## src/rtl/gs_div_seq.sv

```systemverilog
// Iterative Goldschmidt divider for the 8-bit float format (s, e[3:0] bias 7, f[2:0]).
// One refinement step per clock; valid/ready on both the operand and the result side.
module gs_div_seq #(
    parameter int ITER = 3,
    parameter int MW   = 10
) (
    input  logic       clk,
    input  logic       rst,
    input  logic       in_valid,
    output logic       in_ready,
    input  logic [7:0] A,
    input  logic [7:0] B,
    output logic       out_valid,
    input  logic       out_ready,
    output logic [7:0] Q,
    output logic       dz,
    output logic       ovf,
    output logic       unf,
    output logic [2:0] iters
);

    localparam int FB = MW - 2;   // fraction bits of the Q2.x mantissa

    typedef enum logic [1:0] {ST_IDLE, ST_SEED, ST_ITER, ST_DONE} state_t;

    state_t            state;
    logic [7:0]        a_r, b_r;
    logic [MW-1:0]     n, d, f;
    logic [2:0]        cnt;
    logic signed [5:0] e;
    logic              s;

    logic [2*MW-1:0]   pn, pd;
    logic [MW-1:0]     n_nx, d_nx, f_nx;
    logic [MW:0]       f_full;
    logic signed [5:0] exp_p;
    logic [2:0]        frac_p;
    logic              last_step;

    // Reciprocal seed round(2^FB / 1.bbb), tabulated for the Q2.8 mantissa.
    function automatic logic [MW-1:0] seed(input logic [2:0] frac);
        case (frac)
            3'd0:    seed = MW'(256);
            3'd1:    seed = MW'(228);
            3'd2:    seed = MW'(205);
            3'd3:    seed = MW'(186);
            3'd4:    seed = MW'(171);
            3'd5:    seed = MW'(158);
            3'd6:    seed = MW'(146);
            default: seed = MW'(137);
        endcase
    endfunction

    function automatic logic [MW-1:0] mant(input logic [2:0] frac);
        mant = {2'b01, frac, {(FB - 3){1'b0}}};
    endfunction

    // NOTE: every signal of a combinational block is assigned on every path, so no latch is inferred.
    always_comb begin
        pn        = (2*MW)'(n) * (2*MW)'(f);
        pd        = (2*MW)'(d) * (2*MW)'(f);
        n_nx      = (pn[2*MW-1:2*MW-2] != 2'b00) ? '1 : pn[2*MW-3:FB];
        d_nx      = (pd[2*MW-1:2*MW-2] != 2'b00) ? '1 : pd[2*MW-3:FB];
        f_full    = (MW+1)'(1 << (MW - 1)) - (MW+1)'(d_nx);
        f_nx      = f_full[MW-1:0];
        last_step = (cnt + 3'd1 == 3'(ITER)) || (d_nx == MW'(1 << FB));
        // A quotient mantissa below 1.0 is renormalised by one bit.
        exp_p     = n[FB] ? e : e - 6'sd1;
        frac_p    = n[FB] ? n[FB-1:FB-3] : n[FB-2:FB-4];
    end

    // NOTE: all state, datapath and output registers take the async reset, so an abandoned division leaves nothing behind.
    always_ff @(posedge clk or posedge rst) begin
        if (rst) begin
            state     <= ST_IDLE;
            in_ready  <= 1'b1;
            out_valid <= 1'b0;
            Q         <= 8'h00;
            dz        <= 1'b0;
            ovf       <= 1'b0;
            unf       <= 1'b0;
            iters     <= 3'd0;
            a_r       <= 8'h00;
            b_r       <= 8'h00;
            n         <= '0;
            d         <= '0;
            f         <= '0;
            cnt       <= 3'd0;
            e         <= 6'sd0;
            s         <= 1'b0;
        end else begin
            // NOTE: non-blocking assignments keep every register sampling pre-edge values.
            case (state)
                ST_IDLE: begin
                    if (in_valid) begin
                        a_r      <= A;
                        b_r      <= B;
                        in_ready <= 1'b0;
                        dz       <= 1'b0;
                        ovf      <= 1'b0;
                        unf      <= 1'b0;
                        state    <= (B == 8'h00 || A == 8'h00) ? ST_DONE : ST_SEED;
                    end
                end
                ST_SEED: begin
                    n     <= mant(a_r[2:0]);
                    d     <= mant(b_r[2:0]);
                    f     <= seed(b_r[2:0]);
                    cnt   <= 3'd0;
                    e     <= $signed({2'b00, a_r[6:3]}) - $signed({2'b00, b_r[6:3]}) + 6'sd7;
                    s     <= a_r[7] ^ b_r[7];
                    state <= ST_ITER;
                end
                ST_ITER: begin
                    n   <= n_nx;
                    d   <= d_nx;
                    f   <= f_nx;
                    cnt <= cnt + 3'd1;
                    if (last_step) state <= ST_DONE;
                end
                ST_DONE: begin
                    if (!out_valid) begin
                        // First DONE cycle packs the result; later cycles only hold it.
                        out_valid <= 1'b1;
                        if (b_r == 8'h00) begin
                            Q     <= {a_r[7], 7'h7F};
                            dz    <= 1'b1;
                            iters <= 3'd0;
                        end else if (a_r == 8'h00) begin
                            Q     <= 8'h00;
                            iters <= 3'd0;
                        end else begin
                            iters <= cnt;
                            if (exp_p > 6'sd15) begin
                                Q   <= {s, 7'h7F};
                                ovf <= 1'b1;
                            end else if (exp_p[5]) begin
                                Q   <= 8'h00;
                                unf <= 1'b1;
                            end else begin
                                Q <= {s, exp_p[3:0], frac_p};
                            end
                        end
                    end else if (out_ready) begin
                        out_valid <= 1'b0;
                        in_ready  <= 1'b1;
                        state     <= ST_IDLE;
                    end
                end
                default: state <= ST_IDLE;
            endcase
        end
    end

endmodule

```

## config.mk

```make
export PLATFORM = sky130hd
export DESIGN_NAME = gs_div_seq
export DESIGN_NICKNAME = d
export VERILOG_FILES = /design/src/rtl/gs_div_seq.sv
export SDC_FILE = /design/constraint.sdc
export NUM_CORES = 1
export LEC_CHECK = 0
export CAP_MARGIN = 10
export CORE_ASPECT_RATIO = 1.5
export CORE_MARGIN = 5
export CORE_UTILIZATION = 35
export CTS_CLUSTER_SIZE = 25
export DETAILED_ROUTE_END_ITERATION = 12
export HOLD_SLACK_MARGIN = 0.02
export PLACE_DENSITY = 0.59
export SLEW_MARGIN = 20
export SYNTH_ARGS = -nofsm -noshare
export SYNTH_HDL_FRONTEND = slang
export SYNTH_SLANG_ARGS = --single-unit
```

## constraint.sdc

```tcl
create_clock -name clk -period 10.3 [get_ports clk]
set_input_delay 1.545 -clock clk [delete_from_list [all_inputs] [get_ports clk]]
set_output_delay 1.545 -clock clk [all_outputs]
set_load 0.02 [all_outputs]
```

Word level (Yosys, flattened, before mapping)
Cells that the tools add are included.
W data, S select, Z words.
{"block": "totals", "word_cells": 108, "input_bits": 20, "out_inout_bits": 16, "register_bits": 74}
{"block": "classes", "addsub": 5, "n_eq_ne": 22, "multipliers": 2, "n_bitwise": 2, "n_reduce_logical": 19, "n_mux": 41, "order_cmp": 1}
{"operator": "$pmux W9 S7", "n": 1}
{"operator": "$pmux W10 S2", "n": 3}
{"operator": "$mul A10 B10 Y20", "n": 2}
{"operator": "$logic_not A8 Y1", "n": 4}
{"operator": "$mux W8", "n": 4}
{"operator": "$ne A2 B2 Y1 const B", "n": 11}
{"operator": "$mux W10", "n": 2}
{"operator": "$mux W1", "n": 16}
{"operator": "$reduce_and A4 Y1", "n": 3}
{"operator": "$eq A10 B9 Y1 const B", "n": 1}
{"operator": "$mux W2", "n": 5}
{"operator": "$sub A10 B10 Y10 const A", "n": 1}
{"operator": "$eq A3 B2 Y1 const B", "n": 3}
{"operator": "$eq A3 B3 Y1 const B", "n": 3}
{"operator": "$mux W3", "n": 3}
{"operator": "$pmux W1 S2", "n": 4}
{"operator": "$pmux W2 S4", "n": 1}
{"operator": "$reduce_bool A2 Y1", "n": 4}
{"operator": "$reduce_and A7 Y1", "n": 1}
{"operator": "$add A5 B4 Y6 const B", "n": 1}
{"operator": "$gt A6 B5 Y1 const B", "n": 1}
{"operator": "$mux W6", "n": 1}
{"operator": "$pmux W3 S2", "n": 1}
{"operator": "$reduce_and A6 Y1", "n": 1}
{"operator": "other kinds (12)", "n": 15}

Logic depth before layout (Yosys ltp)
Gate-level depths: netlist of the first run.
{"block": "depth", "word_depth": 8, "depth_mapped": 26, "depth_no_buf": 24}

Worst setup path after synthesis of the first run
No wires, ideal clock.
{"block": "synth_timing", "kind": "register -> register", "start": "register f[1]", "end": "register f[8]", "required_ns": 10.177, "arrival_time_ns": 6.205, "path_buffers": 3, "setup_ns": 0.123, "setup_slack_ns": 3.973, "period_less_slack_ns": 6.327, "path_stages_with_launch": 26, "cell_sequence": "dfrtp_1 > clkbuf_1 > clkbuf_1 > nand2_1 > fa_1 > inv_1 > fa_1 > fa_1 > fa_1 > inv_1 > fa_1 > inv_1 > ha_1 > and4_1 > o21ai_0 > o21ai_0 > a22oi_1 > o21a_1 > buf_6 > nor2_1 > ha_1 > o221ai_1 > nor3_1 > and2_1 > a31oi_1 > o221a_2"}
{"block": "synth_via", "elab_chain_len": 5}
{"item": "start, declared", "line": "28", "rtl": "logic [MW-1:0] n, d, f;"}
{"item": "start signal, assigned", "line": "108", "rtl": "f <= seed(b_r[2:0]);"}
{"item": "start signal, assigned", "line": "117", "rtl": "f <= f_nx;"}
{"item": "$mul A10 B10 Y20 *", "line": "61", "rtl": "pd = (2*MW)'(d) * (2*MW)'(f);"}
{"item": "$reduce_bool A2 Y1", "line": "63", "rtl": "d_nx = (pd[2*MW-1:2*MW-2] != 2'b00) ? '1 : pd[2*MW-3:FB];"}
{"item": "$mux W10 *", "line": "63"}
{"item": "$sub A10 B10 Y10 *", "line": "64", "rtl": "f_full = (MW+1)'(1 << (MW - 1)) - (MW+1)'(d_nx);"}
{"item": "$pmux W10 S2 *", "line": "93", "rtl": "case (state)"}
Every way passes the cells marked *; elsewhere a longest branch is shown, timed or not.
A chain may end at the register's enable or synchronous reset.

Final worst setup path of the first run
{"block": "layout_timing", "start": "register f[2]", "end": "register f[8]"}
Same word-level chain as after synthesis.

==> results of run 1 <==
==> synth_stat cells, types with 16 or more instances <==
cell,n
a21o_1,16
a21oi_1,39
and2_1,98
clkbuf_1,54
dfrtp_1,73
fa_1,123
ha_1,119
inv_1,153
mux2_2,21
nand2_1,139
nor2_1,56
o21ai_0,34
xnor2_1,25
==> cell type report <==
cell class | count | share of cell area
clock buffers | 13 | 0.0238
inverters | 154 | 0.0510
multi-input cells | 868 | 0.682
well taps | 395 | 0.0436
repair buffers | 39 | 0.0335
clock inverters | 2 | 0.00309
flip-flops and latches | 74 | 0.163
==> worst min-delay path, cell delays in order, from the launching register on <==
cell and delay (ps):
dfrtp_1 340, nand2_1 50, nand2_1 50
==> registers in the layout (all words and copies together) (netlist names), 2 cells and up <==
name,count
Q,8
a_r,8
b_r,8
cnt,3
d,10
e,6
f,10
iters,3
n,10
state,2
==> cells by family (layout without fill, tap and decap cells) <==
family | Yosys count | count (layout) | synth area share
simple gates | 380 | 380 | 0.183
fa+ha+maj | 242 | 242 | 0.380
buf+inv | 212 | 208 | 0.0775
compound gates | 176 | 176 | 0.115
flops | 74 | 74 | 0.178
xor+xnor | 40 | 40 | 0.0351
mux | 30 | 30 | 0.0314
==> layer usage <==
metal	wire length, um	up-vias	GRT usage
li1	-	3787	-
met2	14400	201	0.309
met1	10200	4033	0.190
met3	967	71	0.0237
met4	1240	0	0.0779
met5	0	-	0
==> worst paths after layout <==
kind	end	slack (ps)	startpoint
max in group asynchronous	state[0]$_DFFE_PP0P_	7870	rst
min in group asynchronous	b_r[5]$_DFFE_PP0P_	1830	rst
worst min-delay path	Q[3]$_DFFE_PP0P_	480	Q[3]$_DFFE_PP0P_
worst min register to register	Q[3]$_DFFE_PP0P_	480	Q[3]$_DFFE_PP0P_
worst max-delay path	f[8]$_DFFE_PP0P_	3070	f[2]$_DFFE_PP0P_
worst max register to register	f[8]$_DFFE_PP0P_	3070	f[2]$_DFFE_PP0P_
==> metrics by stage <==
stage | cell area (sq um) | worst slack [ps] | instances | hold slack [ps]
6_report | 11300 | 3070 | 1545 | 477
5_1_grt | 11300 | 2580 | 1545 | 495
4_1_cts | 11300 | 3220 | 1545 | 483
3_5_place_dp | 11000 | 3230 | 1530 | 467
3_3_place_gp | 11000 | 3320 | 1530 | 462
2_1_floorplan | 10400 | 3970 | 1154 | 452
==> qor.csv, run 1 <==
stage;metric;value;unit
timing;setup_viol;0;
critical_path;end_kind;register;
placed_design;gp_congestion;0.852;
timing;hold_viol;0;
global_routing;gr-total-overflow;0;
critical_path;critPathKind;reg -> reg;
floorplan;coreArea;0.0294;sq mm
logic_synthesis;synth.area.top_cells;fa_1 24%, dfrtp_1 18%, ha_1 14%;
critical_path;worst-path-buf-inv;5;
floorplan;die_height;221;um
cells_and_area;seqCellArea;0.00185;sq mm
logic_synthesis;yosys_warnings;0;
critical_path;cp_max_fo;21;
logic_synthesis;ys_seq_area_frac;0.178;
timing;finalCritPeriodShare;0.702;
cells_and_area;final_util;0.386;
cells_and_area;antenna_cells;0;
clocking;clk_path_buf_depth;2;
critical_path;critPathArrivalTime;7460;ps
global_routing;grt_max_degree;75;
logic_synthesis;avgSynthCellArea;9.00;sq um
timing;max_slew.worst_pin.slew;960;ps
global_routing;grt_pass1_vias;8862;
cells_and_area;mostFrequentLayoutCell;inv_1;
logic_synthesis;netlist.area_leader.share;0.237;
clocking;numClockSinks;74;
global_routing;grt_usage;0.169;
job;max-cap-violations;0;
cells_and_area;fin_nets;1408;
critical_path;reg2reg_depth;24;
logic_synthesis;synthArstFlopShare;1.00;
timing;final.min_clock_period;7230;ps
worst_hold_path;whs_path_depth;2;
global_routing;grt_pass1_wl;44600;um
cells_and_area;multi_input_area;0.00773;sq mm
timing;fmax;138;MHz
clocking;cts-root-buf;clkbuf_16;
critical_path;cp.required;10530;ps
logic_synthesis;syn_nets;1416;
logic_synthesis;synthesis.area;0.0104;sq mm
detailed_routing;drt_first_pass_iters;5;
logic_synthesis;synth_top_area_cell;fa_1;
detailed_routing;drt-total-wl;26700;um
critical_path;cp_slowest_cell;dfrtp_1;
placed_design;place_hpwl;21200;um
floorplan;row_count;77;
detailed_routing;avgViaCountPerCell;5.24;
timing;finalClockSkew;4.68;ps
timing;fin_setup_tns;0;ps
logic_synthesis;synth_edf_count;0;
timing;slew_violations;0;
cells_and_area;mostFrequentLayoutCells;152 x inv_1, 139 x nand2_1, 123 x fa_1;
cells_and_area;area_growth;9.18;%
floorplan;die_w;151;um
floorplan;ios;36;
logic_synthesis;netlist_instances;1154;
detailed_routing;wire_per_inst;17.3;um
clocking;postCtsSetupRepairBufs;0;
critical_path;cp_top_family;adder cells;
clocking;cts_buffers;9;
critical_path;startpoint_type;register;
cells_and_area;layout-drive-gt1-share;0.0496;
clocking;h-tree-depth;3;
global_routing;antenna_found_initial;0;
timing;relSlewSlack;0.360;
critical_path;path_cells;nand2_1 > fa_1 > inv_1 > fa_1 > inv_1 > fa_1 > inv_1 > fa_1 > inv_1 > fa_1 > inv_1 > ha_1 > and4_1 > o21ai_0 > o21ai_0 > a22oi_1 > o21a_1 > nor2_1 > ha_1 > o221ai_1 > nor3_1 > and2_1 > a31oi_1 > o221a_2;
logic_synthesis;ys_seq_elements;74;
timing;rsz0062_at_grt;false;
cells_and_area;fillCellCount;2953;
worst_hold_path;worstHoldPathType;reg -> reg;
floorplan;start_util;0.354;
logic_synthesis;synth-main-ff-cell;dfrtp_1;
clocking;clk_pin_slew;60;ps
clocking;insertion_delay;340;ps
clocking;cts-resized-gates;0;
clocking;cts_hold_buf;0;
critical_path;critical_path.max_stage_delay;800;ps
detailed_routing;via_count;8092;
logic_synthesis;yosysUniqueCellTypes;71;
critical_path;cp.depth;24;
run_status;status;finished, final reports clean;
placed_design;io_buffers;35;
detailed_routing;ant_nets;0;
detailed_routing;route.detailed.drc;0;
detailed_routing;drtIter0Drc;471;
clocking;cts_tree;done;
floorplan;design.die.area;0.0333;sq mm
Power of run 1 is left out: the tool's default activity adds up to more than one toggle a clock period on the data nets, which glitch-free logic cannot reach.
==> run 2, diff against run 1 <==
clock period = 6.9 ns   (was 10.3 ns; I/O delays follow)
==> run 2 against run 1 <==
  * Critical path depth stayed put
  * Flip-flop and latch count unchanged
  * Worst setup slack worse by 2700 ps
  * Final area up 2.3%
  * Global-route usage grew 0.74 points
  * First-iteration DRC count down 1.7%
  * Worst hold slack got worse by 0.89 ps
  * Register-to-register slack worse by 2700 ps
  * Utilization rose by 0.89 points
  * Highest routed layer unchanged
==> qor.csv, run 2 (synthesis results as in run 1) <==
stage;metric;value;unit;change
placed_design;gp_congestion;0.873;;+2.5%
critical_path;worst-path-buf-inv;5;;unchanged
critical_path;cp_top_family;adder cells;;
critical_path;cp_slowest_cell;fa_1;;
detailed_routing;wire_per_inst;17.9;um;+3.4%
timing;hold_viol;0;;unchanged
clocking;cts_hold_buf;0;;unchanged
cells_and_area;mostFrequentLayoutCell;inv_1;;
clocking;h-tree-depth;3;;unchanged
floorplan;coreArea;0.0294;sq mm;unchanged
worst_hold_path;worstHoldPathType;reg -> reg;;
clocking;cts_tree;done;;
timing;finalClockSkew;8.06;ps;+3.39 ps
detailed_routing;drt-total-wl;28100;um;+5.2%
cells_and_area;antenna_cells;0;;unchanged
clocking;cts-root-buf;clkbuf_16;;
cells_and_area;instances_no_fill;1572;;+1.7%
cells_and_area;fin_area;0.0116;sq mm;+2.3%
global_routing;antenna_found_initial;0;;unchanged
floorplan;die_height;221;um;unchanged
floorplan;ios;36;;unchanged
critical_path;critPathKind;reg -> reg;;
cells_and_area;fillCellCount;2977;;+0.81%
detailed_routing;wl_met1;10300;um;+1.1%
placed_design;dpl_cell_area;0.0112;sq mm;+1.6%
clocking;insertion_delay;350;ps;about the same
detailed_routing;via_count;8131;;+0.48%
timing;hold_ws;476;ps;-0.889 ps
worst_hold_path;hold-path-endpoint;Q[3]$_DFFE_PP0P_;;
timing;final.min_clock_period;6550;ps;-680 ps
critical_path;critical_path.max_stage_delay;560;ps;-240 ps
detailed_routing;wl_met3;973;um;+0.62%
critical_path;path_cells;and2_2 > fa_1 > fa_1 > inv_1 > fa_1 > inv_1 > fa_1 > inv_1 > fa_1 > inv_1 > ha_1 > a211oi_1 > o21bai_2 > or2_1 > and4b_1 > o21a_1 > nor2_1 > ha_1 > o221ai_1 > nor3_2 > buf_4 > xor2_1 > a21oi_1 > a21oi_1;;
critical_path;reg2reg_depth;24;;unchanged
placed_design;io_buffers;35;;unchanged
cells_and_area;layout-drive-gt1-share;0.0739;;+0.0244
worst_hold_path;whs_path_depth;2;;unchanged
clocking;numClockSinks;74;;unchanged
placed_design;place_hpwl;22600;um;+6.4%
cells_and_area;seqCellArea;0.00185;sq mm;unchanged
critical_path;end_kind;register;;
timing;fmax;153;MHz;+10%
global_routing;grt_pass1_wl;46500;um;+4.2%
job;max-cap-violations;0;;unchanged
global_routing;grt_max_degree;75;;unchanged
cells_and_area;multi_input_area;0.00774;sq mm;+0.16%
run_status;status;finished, final reports clean;;
cells_and_area;mostFrequentLayoutCells;152 x inv_1, 139 x nand2_1, 123 x fa_1;;
floorplan;row_count;77;;unchanged
clocking;cts_buffers;9;;unchanged
worst_hold_path;min_from;Q[3]$_DFFE_PP0P_;;
cells_and_area;area_growth;11.7;%;
clocking;clk_path_buf_depth;2;;unchanged
cells_and_area;fin_nets;1434;;+1.8%
placed_design;dp_cells;1554;;+1.6%
critical_path;critPathArrivalTime;6820;ps;-640 ps
clocking;clk_pin_slew;60;ps;about the same
critical_path;rr_startpoint;d[1]$_DFFE_PP0P_;;
floorplan;die_w;151;um;unchanged
floorplan;start_util;0.354;;unchanged
global_routing;grt_pass1_vias;8808;;-0.61%
detailed_routing;avgViaCountPerCell;5.17;;-1.2%
timing;finalCritPeriodShare;0.949;;+0.247
detailed_routing;drt_first_pass_iters;5;;unchanged
critical_path;cp.required;7170;ps;-3360 ps
timing;setup_viol;0;;unchanged
critical_path;worstReg2RegEnd;f[6]$_DFFE_PP0P_;;
detailed_routing;drtIter0Drc;463;;-1.7%
critical_path;crit_top_cell;fa_1;;
cells_and_area;top_regs;d (10), f (10), n (10);;
critical_path;startpoint_type;register;;
detailed_routing;route.detailed.drc;0;;unchanged
detailed_routing;ant_nets;0;;unchanged
timing;max_slew.worst_pin.slew;901;ps;-59.2 ps
global_routing;grt_usage;0.176;;+0.00736
floorplan;design.die.area;0.0333;sq mm;unchanged
critical_path;rrSetupSlack;350;ps;-2720 ps
critical_path;cp_max_fo;10;;-52%
detailed_routing;top_layer_used;met4;;
timing;slew_violations;0;;unchanged
timing;relSlewSlack;0.397;;+0.0373
detailed_routing;dr_wl_met2;15600;um;+8.7%
global_routing;gr-total-overflow;0;;unchanged
## run 2: changes by cell type in the layout (fill, tap and decap cells not counted), moves of 2 or more
cell       before  now
clkbuf_8        3    0
clkinv_4        0    2
bufinv_16       1    3
buf_4           4   28
o21ai_0        34   32
## run 2: metal layers
metal / up-vias / GRT usage
li1: 3832 / -
met1: 4028 / 0.196
met2: 205 / 0.333
met3: 66 / 0.0182
met4: 0 / 0.0746
met5: - / 0
## run 2: timing repair
item | 4_1_cts | 5_1_grt
endpoints found under the setup margin | 0 | 5
setup buffers | 0 | 1
resized for setup | 0 | 6
## run 2: area by class of cell
cell class	instances	share of cell area
tap	395	0.0426
multi-input combinational	868	0.667
sequential	74	0.160
inverter	154	0.0498
clock inverter	6	0.00992
clock buffer	10	0.0197
timing repair buffer	65	0.0510
## run 2: tightest hold or removal path: cells and delay by family, from the launching register on
kind | cells | cell delay, ps
flip-flops | 1 | 340
AND/OR/NAND/NOR | 2 | 100
## run 2: worst max path at each step
stage	to	slack, ps	cells past startpoint	start
floorplan	f[8]$_DFFE_PP0P_	570	25	f[1]$_DFFE_PP0P_
global placement	f[8]$_DFFE_PP0P_	420	23	d[1]$_DFFE_PP0P_
detailed placement	state[0]$_DFFE_PP0P_	260	23	d[1]$_DFFE_PP0P_
CTS	state[0]$_DFFE_PP0P_	230	24	f[3]$_DFFE_PP0P_
global route	state[0]$_DFFE_PP0P_	-70	24	f[3]$_DFFE_PP0P_
finish	f[6]$_DFFE_PP0P_	350	24	d[1]$_DFFE_PP0P_
## run 2: per-stage QoR
stage               TNS, ps  setup slack (ps)  utilization
CTS                       0               232        0.393
global placement          0               425        0.382
detailed placement        0               260        0.382
floorplan                 0               573            -
finish                    0               350        0.395
global route          -68.4             -65.5        0.395
Power of run 2 is left out for the same reason.
==> run 3, diff against run 2 <==
SLEW_MARGIN = default   (was 20)
==> run 3 against run 2 <==
  * Worst hold slack barely moved
  * Critical path type unchanged
  * Clock skew fell by 0.57 ps
  * Final area fell by 0.17%
  * Flip-flop and latch count did not move
  * Wire length fell by 0.39%
  * Global-route usage did not move
  * Clock-buffer cell count did not move
  * Fmax fell by 0.20%
  * Non-clock buffer count fell by 1
  * Via count barely moved
  * Sequential share of layout area barely moved
  * Utilization fell by 0.068 points
==> qor.csv, run 3 (synthesis results as in run 1) <==
stage;metric;value;unit;change
critical_path;critical_path.max_stage_delay;550;ps;about the same
cells_and_area;antenna_cells;0;;unchanged
placed_design;place_ws;260;ps;unchanged
timing;hold_ws;476;ps;-0.138 ps
detailed_routing;wire_per_inst;17.8;um;-0.32%
cells_and_area;top_regs;d (10), f (10), n (10);;
detailed_routing;dr_wl_met2;15600;um;+0.19%
detailed_routing;drt-total-wl;28000;um;-0.39%
cells_and_area;mostFrequentLayoutCell;inv_1;;
critical_path;startpoint_type;register;;
global_routing;grt_usage;0.176;;unchanged
timing;final.min_clock_period;6560;ps;+13.1 ps
clocking;insertion_delay;350;ps;about the same
placed_design;place_hpwl;22600;um;unchanged
detailed_routing;via_count;8125;;-0.074%
floorplan;die_height;221;um;unchanged
clocking;numClockSinks;74;;unchanged
floorplan;row_count;77;;unchanged
job;max-cap-violations;0;;unchanged
clocking;cts_tree;done;;
critical_path;path_cells;and2_2 > fa_1 > fa_1 > inv_1 > fa_1 > inv_1 > fa_1 > inv_1 > fa_1 > inv_1 > ha_1 > a211oi_1 > o21bai_2 > or2_1 > and4b_1 > o21a_1 > nor2_1 > ha_1 > o221ai_1 > nor3_2 > buf_4 > xor2_1 > a21oi_1 > a21oi_1;;
critical_path;worst-path-buf-inv;5;;unchanged
clocking;cts-root-buf;clkbuf_16;;
timing;finalCritPeriodShare;0.951;;+0.00189
critical_path;end_kind;register;;
global_routing;grt_pass1_wl;46500;um;unchanged
detailed_routing;route.detailed.drc;0;;unchanged
detailed_routing;drt_first_pass_iters;5;;unchanged
cells_and_area;layout-drive-gt1-share;0.0731;;-0.000787
timing;setup_viol;0;;unchanged
cells_and_area;fin_area;0.0116;sq mm;-0.17%
critical_path;critPathArrivalTime;6830;ps;about the same
placed_design;dpl_cell_area;0.0112;sq mm;unchanged
global_routing;grt_max_degree;75;;unchanged
critical_path;critPathKind;reg -> reg;;
placed_design;dp_cells;1554;;unchanged
detailed_routing;wl_met3;900;um;-7.5%
detailed_routing;ant_nets;0;;unchanged
global_routing;antenna_found_initial;0;;unchanged
timing;max_slew.worst_pin.slew;997;ps;+95.4 ps
detailed_routing;avgViaCountPerCell;5.17;;about the same
cells_and_area;mostFrequentLayoutCells;152 x inv_1, 139 x nand2_1, 123 x fa_1;;
global_routing;gr-total-overflow;0;;unchanged
placed_design;io_buffers;35;;unchanged
floorplan;design.die.area;0.0333;sq mm;unchanged
timing;hold_viol;0;;unchanged
floorplan;coreArea;0.0294;sq mm;unchanged
critical_path;cp.required;7170;ps;about the same
placed_design;gp_congestion;0.873;;unchanged
critical_path;cp_slowest_cell;fa_1;;
timing;setup_slack;337;ps;-13.1 ps
clocking;clk_pin_slew;60;ps;about the same
timing;slew_violations;0;;unchanged
floorplan;ios;36;;unchanged
timing;relSlewSlack;0.336;;-0.0614
timing;finalClockSkew;7.49;ps;-0.573 ps
timing;fmax;152;MHz;-0.20%
detailed_routing;top_layer_used;met4;;
cells_and_area;instances_no_fill;1571;;-0.064%
floorplan;start_util;0.354;;unchanged
clocking;h-tree-depth;3;;unchanged
detailed_routing;wl_met1;10200;um;-0.71%
clocking;cts_buffers;9;;unchanged
clocking;clk_path_buf_depth;2;;unchanged
critical_path;cp_max_fo;10;;unchanged
clocking;cts_hold_buf;0;;unchanged
global_routing;grt_pass1_vias;8808;;unchanged
cells_and_area;fin_nets;1433;;-0.070%
worst_hold_path;worstHoldPathType;reg -> reg;;
run_status;status;finished, final reports clean;;
critical_path;crit_top_cell;fa_1;;
floorplan;die_w;151;um;unchanged
cells_and_area;area_growth;11.5;%;
critical_path;cp_top_family;adder cells;;
detailed_routing;drtIter0Drc;476;;+2.8%
==> run 3: changes by cell type in the layout (fill, tap and decap cells not counted), sizes merged <==
cell  delta
buf      -1
==> run 3: worst paths after layout <==
| check | startpoint | end | slack [ps] | cells after the start |
|---|---|---|---|---|
| hold / removal | Q[3]$_DFFE_PP0P_ | Q[3]$_DFFE_PP0P_ | 480 | 2 |
| min in group asynchronous | rst | b_r[5]$_DFFE_PP0P_ | 1310 | 3 |
| setup / recovery | d[1]$_DFFE_PP0P_ | f[6]$_DFFE_PP0P_ | 340 | 24 |
| setup reg to reg | d[1]$_DFFE_PP0P_ | f[6]$_DFFE_PP0P_ | 340 | 24 |
| hold reg to reg | Q[3]$_DFFE_PP0P_ | Q[3]$_DFFE_PP0P_ | 480 | 2 |
| max in group asynchronous | rst | n[8]$_DFFE_PP0P_ | 4950 | 3 |
==> run 3: repair_timing <==
item	in CTS	in global routing
endpoints found under the hold margin	0	0
resized for setup	0	6
setup endpoints to repair	0	5
buffers inserted	0	1
==> run 3: worst register-to-register path, stage by stage, from the launching register on <==
cell and delay [ps]:
dfrtp_1 480, and2_2 250, fa_1 450, fa_1 560
inv_1 50, fa_1 480, inv_1 50, fa_1 540
inv_1 60, fa_1 530, inv_1 40, ha_1 250
a211oi_1 360, o21bai_2 180, or2_1 290, and4b_1 210
o21a_1 220, nor2_1 220, ha_1 220, o221ai_1 170
nor3_2 330, buf_4 170, xor2_1 140, a21oi_1 90
a21oi_1 160
==> run 3: final cells by class <==
cell class | instances | area, sq um
inverter | 154 | 578
clock inverter | 6 | 115
tap | 395 | 494
timing repair buffer | 64 | 572
sequential | 74 | 1850
clock buffer | 10 | 229
multi-input combinational | 868 | 7740
fill | 2978 | 17800
==> run 3: per-stage QoR <==
step / util / setup TNS, ps
floorplan: - / 0
global placement: 0.382 / 0
detailed placement: 0.382 / 0
CTS: 0.393 / 0
global route: 0.394 / -68.4
finish: 0.394 / 0
==> run 3: layer usage <==
metal	up-vias	track usage
met5	-	0
met4	0	0.0746
met3	66	0.0182
met2	195	0.333
met1	4033	0.196
li1	3831	-
Power of run 3 is left out for the same reason.
